===== config.mk =====
export PLATFORM = sky130hd
export DESIGN_NAME = instr_fetch_unit
export DESIGN_NICKNAME = d
export VERILOG_FILES = /design/src/rtl/instr_fetch_unit.sv
export SDC_FILE = /design/constraint.sdc
export NUM_CORES = 1
export LEC_CHECK = 0
export ABC_AREA = 1
export CAP_MARGIN = 5
export CELL_PAD_IN_SITES_DETAIL_PLACEMENT = 1
export CELL_PAD_IN_SITES_GLOBAL_PLACEMENT = 1
export CORE_MARGIN = 3
export CORE_UTILIZATION = 37
export DETAILED_ROUTE_END_ITERATION = 6
export PLACE_DENSITY_LB_ADDON = 0.1
export REMOVE_ABC_BUFFERS = 1
export SYNTH_ARGS = -nofsm -noshare
export SYNTH_HDL_FRONTEND = slang
export SYNTH_SLANG_ARGS = --single-unit

===== constraint.sdc =====
create_clock -name clk -period 1.8 [get_ports clk]
set_input_delay 0.45 -clock clk [delete_from_list [all_inputs] [get_ports clk]]
set_output_delay 0.45 -clock clk [all_outputs]
set_load 0.1 [all_outputs]

===== src/rtl/instr_fetch_unit.sv =====
`default_nettype none
// ============================================================================
// Module   : instr_fetch_unit
// Brief    : Fetches INSTR_BYTES bytes from a synchronous ROM with pipelined
//            reads, assembles them little-endian and holds the instruction
//            under a valid/ready handshake.
// Revision : 1.0
// ============================================================================
module instr_fetch_unit #(
    parameter int ADDRESS_WIDTH = 8,
    parameter int DATA_WIDTH    = 8,
    parameter int INSTR_BYTES   = 2
) (
    input  logic                              clk,
    input  logic                              rst_n,
    input  logic                              fetch_start,
    input  logic [ADDRESS_WIDTH-1:0]          fetch_addr,
    input  logic                              flush,
    output logic                              mem_rd_en,
    output logic [ADDRESS_WIDTH-1:0]          mem_addr,
    input  logic [DATA_WIDTH-1:0]             mem_rdata,
    output logic [DATA_WIDTH*INSTR_BYTES-1:0] instr,
    output logic [ADDRESS_WIDTH-1:0]          instr_addr,
    output logic [ADDRESS_WIDTH-1:0]          next_addr,
    output logic                              instr_valid,
    input  logic                              instr_ready,
    output logic                              busy
);

    localparam int INSTR_WIDTH = DATA_WIDTH * INSTR_BYTES;
    localparam int CNT_W       = $clog2(INSTR_BYTES + 1);

    localparam logic [CNT_W-1:0]         c_N_BYTES   = CNT_W'(INSTR_BYTES);
    localparam logic [CNT_W-1:0]         c_LAST_BYTE = CNT_W'(INSTR_BYTES - 1);
    localparam logic [ADDRESS_WIDTH-1:0] c_ADDR_STEP = ADDRESS_WIDTH'(INSTR_BYTES);
    localparam logic [ADDRESS_WIDTH-1:0] c_ADDR_ONE  = ADDRESS_WIDTH'(1);

    typedef enum logic [1:0] {
        S_IDLE = 2'd0,
        S_READ = 2'd1,
        S_HOLD = 2'd2
    } state_e;

    state_e                   state_q,       state_d;
    logic                     mem_rd_en_q,   mem_rd_en_d;
    logic [ADDRESS_WIDTH-1:0] mem_addr_q,    mem_addr_d;
    logic                     rdata_vld_q,   rdata_vld_d;
    logic [CNT_W-1:0]         issue_cnt_q,   issue_cnt_d;
    logic [CNT_W-1:0]         byte_cnt_q,    byte_cnt_d;
    logic [ADDRESS_WIDTH-1:0] base_addr_q,   base_addr_d;
    logic [INSTR_WIDTH-1:0]   shadow_q,      shadow_d;
    logic [INSTR_WIDTH-1:0]   instr_q,       instr_d;
    logic [ADDRESS_WIDTH-1:0] instr_addr_q,  instr_addr_d;
    logic [ADDRESS_WIDTH-1:0] next_addr_q,   next_addr_d;
    logic                     instr_valid_q, instr_valid_d;

    logic [INSTR_WIDTH-1:0]   w_shadow_ins;
    logic                     w_accept;

    // Shadow word with the byte returning this cycle merged into its lane.
    always_comb begin
        w_shadow_ins = shadow_q;
        for (int k = 0; k < INSTR_BYTES; k++) begin
            if (byte_cnt_q == CNT_W'(k)) begin
                w_shadow_ins[k*DATA_WIDTH +: DATA_WIDTH] = mem_rdata;
            end
        end
    end

    always_comb begin
        state_d       = state_q;
        mem_rd_en_d   = mem_rd_en_q;
        mem_addr_d    = mem_addr_q;
        rdata_vld_d   = mem_rd_en_q;
        issue_cnt_d   = issue_cnt_q;
        byte_cnt_d    = byte_cnt_q;
        base_addr_d   = base_addr_q;
        shadow_d      = shadow_q;
        instr_d       = instr_q;
        instr_addr_d  = instr_addr_q;
        next_addr_d   = next_addr_q;
        instr_valid_d = instr_valid_q;
        w_accept      = 1'b0;

        case (state_q)
            S_IDLE: begin
                if (fetch_start) begin
                    w_accept = 1'b1;
                end
            end
            S_READ: begin
                if (issue_cnt_q < c_N_BYTES) begin
                    mem_addr_d  = mem_addr_q + c_ADDR_ONE;
                    issue_cnt_d = issue_cnt_q + 1'b1;
                end else begin
                    mem_rd_en_d = 1'b0;
                end
                if (rdata_vld_q) begin
                    shadow_d = w_shadow_ins;
                    if (byte_cnt_q == c_LAST_BYTE) begin
                        state_d       = S_HOLD;
                        instr_d       = w_shadow_ins;
                        instr_addr_d  = base_addr_q;
                        next_addr_d   = base_addr_q + c_ADDR_STEP;
                        instr_valid_d = 1'b1;
                        byte_cnt_d    = '0;
                        issue_cnt_d   = '0;
                    end else begin
                        byte_cnt_d = byte_cnt_q + 1'b1;
                    end
                end
            end
            S_HOLD: begin
                if (instr_ready) begin
                    instr_valid_d = 1'b0;
                    state_d       = S_IDLE;
                    if (fetch_start) begin
                        w_accept = 1'b1;
                    end
                end
            end
            default: begin
                state_d = S_IDLE;
            end
        endcase

        if (w_accept) begin
            state_d     = S_READ;
            base_addr_d = fetch_addr;
            mem_addr_d  = fetch_addr;
            mem_rd_en_d = 1'b1;
            issue_cnt_d = CNT_W'(1);
            byte_cnt_d  = '0;
        end

        // Flush overrides everything, including a start in the same cycle.
        if (flush) begin
            state_d       = S_IDLE;
            mem_rd_en_d   = 1'b0;
            rdata_vld_d   = 1'b0;
            instr_valid_d = 1'b0;
            issue_cnt_d   = '0;
            byte_cnt_d    = '0;
        end
    end

    always_ff @(posedge clk or negedge rst_n) begin
        if (!rst_n) begin
            state_q       <= S_IDLE;
            mem_rd_en_q   <= 1'b0;
            mem_addr_q    <= '0;
            rdata_vld_q   <= 1'b0;
            issue_cnt_q   <= '0;
            byte_cnt_q    <= '0;
            base_addr_q   <= '0;
            shadow_q      <= '0;
            instr_q       <= '0;
            instr_addr_q  <= '0;
            next_addr_q   <= '0;
            instr_valid_q <= 1'b0;
        end else begin
            state_q       <= state_d;
            mem_rd_en_q   <= mem_rd_en_d;
            mem_addr_q    <= mem_addr_d;
            rdata_vld_q   <= rdata_vld_d;
            issue_cnt_q   <= issue_cnt_d;
            byte_cnt_q    <= byte_cnt_d;
            base_addr_q   <= base_addr_d;
            shadow_q      <= shadow_d;
            instr_q       <= instr_d;
            instr_addr_q  <= instr_addr_d;
            next_addr_q   <= next_addr_d;
            instr_valid_q <= instr_valid_d;
        end
    end

    assign mem_rd_en   = mem_rd_en_q;
    assign mem_addr    = mem_addr_q;
    assign instr       = instr_q;
    assign instr_addr  = instr_addr_q;
    assign next_addr   = next_addr_q;
    assign instr_valid = instr_valid_q;
    assign busy        = (state_q == S_READ);

endmodule
`default_nettype wire


; Word level (Yosys, flattened, before mapping)
; Cells that the tools add are included.
[totals]
ff_bits = 73
latch_bits = 0
ram_bits = 0
rom_bits = 0
output_inout_bits = 43
word_cells = 77
memories = 0
[op_classes]
n_addsub = 4
multipliers = 0
n_div = 0
n_lt_le_gt_ge = 1
n_eq_ne = 11
shift = 0
muxes = 35
bitwise = 0
n_reduce_logical = 14
[ops]
columns = cell, n
row1 = 8-bit two-way mux, 5
row2 = 2-bit two-way mux, 16
row3 = 1-bit two-way mux, 11
row4 = "3-bit inequality test, second input constant", 3
row5 = 3-bit nonzero test, 3
row6 = "8-bit by 1-bit adder with 8-bit output, second input constant", 1
row7 = "8-bit by 2-bit adder with 8-bit output, second input constant", 1
row8 = "4-bit by 2-bit inequality test with 1-bit output, second input constant", 2
row9 = 2-bit AND reduction, 4
row10 = 4-bit AND reduction, 2
row11 = "3-bit by 2-bit inequality test with 1-bit output, second input constant", 2
row12 = 2-bit one-hot mux with 3 select lines, 1
row13 = "2-bit by 1-bit adder with 2-bit output, second input constant", 2
row14 = "2-bit by 1-bit == test with 1-bit output, second input constant", 2
row15 = 2-bit zero test, 2
row16 = "4-bit inequality test, second input constant", 1
row17 = 1-bit one-hot mux with 2 select lines, 2
row18 = 2-bit nonzero test, 2
row19 = 3-bit AND reduction, 1
row20 = "2-bit == test, second input constant", 1
row21 = "2-bit < comparator, second input constant", 1

; Longest topological paths before layout
[logic_depth]
ltp_word = 7
ltp_mapped = 10
mapped_depth_nobuf = 8

; Worst setup path before layout
; Ideal clock, no wire load.
[synth_timing]
path_type = reg2reg
start = register state_q[0]
end = register mem_addr_q[2] (netlist: mem_addr[2])
arrival_time_ns = 2.453
slack_ns = -0.735
stages_incl_launch_ff = 8
path_buffers = 1
synth_period_minus_slack_ns = 2.535
cell_sequence = dfrtp_1 -> inv_1 -> nor2_1 -> nand2_1 -> nand2_1 -> buf_2 -> nor2_1 -> a31oi_1
[synth_lines]
columns = item, line
row1 = start: declaration, 44  ; state_e state_q, state_d;
row2 = start signal: assignment, 162  ; state_q <= state_d;
row3 = 2-bit by 1-bit == test with 1-bit output, --
row4 = named net busy, 27  ; output logic busy
row5 = 2-bit nonzero test (no source line), --
row6 = 2-bit AND reduction (no source line), --
row7 = end signal: assignment, 164  ; mem_addr_q <= mem_addr_d;
row8 = end: declaration, 46  ; logic [ADDRESS_WIDTH-1:0] mem_addr_q, mem_addr_d;
; The timed path passes the listed nets, and every way through them passes these cells.
; A chain may end at the register's enable or synchronous reset.

; Worst setup path in the final report
[layout_timing]
start = register state_q[0]
end = output busy
[layout_between]
elab_chain_len = 1
[layout_rtl]
columns = item, line
row1 = 2-bit by 1-bit == test with 1-bit output, 183  ; assign busy = (state_q == S_READ);
row2 = end: declaration, 27
; No other way between the ends.

==> reports/results.tsv <==
metric	value	unit
status	finished, final reports clean	
clock_power_share	0.252	
syn_to_final_growth	48.19	%
cts_setup_buffers	0	
synth_area_leaders	dfrtp_1 (56%), nand2_1 (14%), o21ai_0 (7.3%)	
power	0.005340	W
dp_cells	492	
clock.fmax	0.5912	GHz
routedWlPerCell	16.12	um
routed_via_density	5.014	
power_frac_seq	0.361	
peakVddDrop	0.9740	mV
track_usage	0.2046	
required	1.35	ns
clk_pin_slew	0.07	ns
report.final.slew_viol_count	0	
p_sw	0.002164	W
skew	0.008538	ns
ys_seq_area_frac	0.5587	
num_vias	2537	
synth_cells	336	
dieHeight	94.02	um
htreeDepth	3	
netlist_area	2866	sq um
p_per_area	1257	nW/um^2
finalSetupViolations	0	
fin_cells	506	
period_share	0.9398	
cts_tree	done	
hold_path_class	in -> async	
dieArea	8840	sq um
clockBufferDepth	2	
io_buffers	63	
crit_buf_inv	2	
fin_nets	428	
pin_count	64	
coreArea	7370	sq um
ys_warn_count	0	
grt_setup_unrepaired	false	
antenna_found_initial	0	
p_leak	2.055	nW
crit_family	flip-flops	
synth_area_per_cell	8.531	sq um
worst_setup_path_start_kind	flip-flop	
root_buffer	clkbuf_8	
critPathCaptureType	output port	
swShare	0.4053	
synthDistinctLibCells	28	
drc_errors	0	
yosysTopAreaCell	dfrtp_1	
grt_pass1_vias	2790	
fillers	824	
yosysTopAreaCellShare	0.5587	
seq_area	1602	sq um
post-route-util	0.5764	
start_util	0.3890	
internal_power	0.003176	W
slowest_delay	0.41	ns
path_class	reg -> out	
max_slew_margin	0.7086	
cts_hold_buf	0	
grt-ovfl-total	0	
fin_ws	0.1084	ns
cap_violations	0	
grt_pass1_wl	13.94	mm
dieWidth	94.02	um
firstDrtPassIters	4	
worstPathCellList	inv_1, nor2_2, buf_12	
cpMaxStageDelayCell	dfrtp_1	
cts_buffers	9	
cp_max_fo	4	
p_comb_frac	0.388	
diodes	0	
worstMarginPinSlew	0.4355	ns
num_rows	31	
dp_hpwl	5.852	mm
gp_congestion	0.8101	
multi_input_area	1041	sq um
fin_crit	1.692	ns
routed_wl	8.158	mm
cts_sinks	64	
grt_max_degree	65	
drt_iter0_drc	104	
hold_viol	0	
layout-drive-gt1-share	0.1794	
clk_latency	0.33	ns
ant_nets	0	
pre_cts_slack	-0.06463	ns
critPathArrivalTime	1.24	ns
synth_seq_cells	64	
-- path summary, 6_finish.rpt --
check | start | to | slack [ns] | cells after the start
min reg2reg | instr[10]$_DFFE_PN0P_ | instr[10]$_DFFE_PN0P_ | 0.54 | 2
min | rst_n | instr[10]$_DFFE_PN0P_ | 0.12 | 2
min in group clk | instr[10]$_DFFE_PN0P_ | instr[10]$_DFFE_PN0P_ | 0.54 | 2
max reg2reg | state_q[1]$_DFFE_PN0P_ | instr_addr[1]$_DFFE_PN0P_ | 0.34 | 8
max in group asynchronous | rst_n | base_addr_q[7]$_DFFE_PN0P_ | 1.38 | 2
max | state_q[0]$_DFFE_PN0P_ | busy | 0.11 | 3
-- layer usage --
metal  vias to the layer above  GRT usage  wire length (um)
li1                       1204          -                 -
met1                      1263     0.2572              3477
met2                        56     0.3495              4240
met3                        14    0.03446               294
met4                         0    0.08063               146
met5                         -          0                 0
-- per-stage QoR --
step           hold WS (ns)  instance area [sq um]  TNS (ns)
4_1_cts              0.1388                   4245         0
3_3_place_gp         0.4948                   4034         0
3_5_place_dp         0.4991                   4034   -0.1237
2_1_floorplan        0.1544                   2789    -6.431
5_1_grt              0.1486                   4248         0
6_report             0.1204                   4248         0
-- flip-flops by register name (all words and copies together), names as in the netlist --
| signal | count |
|---|---|
| instr_addr | 8 |
| instr | 16 |
| base_addr_q | 8 |
| next_addr | 7 |
| shadow_q | 8 |
| issue_cnt_q | 2 |
| mem_addr | 8 |
| mem_rd_en | 1 |
| byte_cnt_q | 2 |
| instr_valid | 1 |
| state_q | 2 |
| rdata_vld_q | 1 |
-- synthesized netlist by cell type --
| master | instances |
|---|---|
| buf_6 | 2 |
| nor2_1 | 20 |
| ha_1 | 3 |
| nand4_1 | 4 |
| nor3b_1 | 1 |
| a21oi_2 | 1 |
| nand2_2 | 2 |
| inv_2 | 2 |
| clkbuf_1 | 2 |
| inv_1 | 36 |
| o21bai_1 | 1 |
| xor2_1 | 3 |
| o31ai_1 | 1 |
| buf_2 | 7 |
| o21a_1 | 1 |
| nor2_8 | 2 |
| nand2_1 | 107 |
| inv_4 | 1 |
| a31oi_1 | 4 |
| xnor2_1 | 1 |
| buf_4 | 1 |
| o211ai_1 | 1 |
| nand3_1 | 17 |
| o21ai_1 | 5 |
| dfrtp_1 | 64 |
| a21oi_1 | 4 |
| o21ai_0 | 42 |
| clkbuf_2 | 1 |
-- power groups by stage --
| stage | Combinational [W] | Sequential (W) | Clock, W |
|---|---|---|---|
| 6_report | 0.00207 | 0.00193 | 0.00134 |
| 3_5_place_dp | 0.00206 | 0.00194 | 0 |
| 3_3_place_gp | 0.00201 | 0.00193 | 0 |
| 2_1_floorplan | 0.000447 | 0.00268 | 0 |
| 5_1_grt | 0.00220 | 0.00196 | 0.00142 |
| 4_1_cts | 0.00209 | 0.00193 | 0.00137 |
-- worst register-to-register path, cell delays in order (launching register included) --
cell and delay, ns:
dfrtp_1 0.43, inv_2 0.08, nand2_2 0.12, nor2_8 0.13, inv_4 0.06, nor2_8 0.09, buf_4 0.23, nand2_1 0.11
o21a_1 0.11
-- layout by cell type (no fill, tap or decap), types with 5 or more instances in the layout --
cell / netlist / layout
buf_12: 0 / 44
buf_4: 1 / 6
dfrtp_1: 64 / 64
clkbuf_8: 0 / 10
nand3_1: 17 / 17
nand2_1: 107 / 107
clkdlybuf4s50_1: 0 / 19
nor2_1: 20 / 19
o21ai_1: 5 / 5
inv_1: 36 / 36
o21ai_0: 42 / 42
-- cells by family after synthesis --
kind of cell | share of synthesized area
AND/OR/NAND/NOR | 0.2257
AO/OA/AOI/OAI | 0.1113
adder cells (fa/ha/maj) | 0.01310
flip-flops | 0.5587
XOR/XNOR | 0.01222
buffers and inverters | 0.07901
-- layout make-up --
class | count | area share
clock inverters | 3 | 0.01591
inverters | 39 | 0.03564
clock buffers | 11 | 0.03328
multi-input cells | 220 | 0.2451
flip-flops and latches | 64 | 0.3770
well taps | 99 | 0.02916
repair buffers | 70 | 0.2639
-- what timing repair did --
action	in CTS	in global routing
setup endpoints to repair	1	18
pin swaps	0	0
gates resized for setup	1	2
gates cloned	0	0
Power figures use the tool's default switching activity.
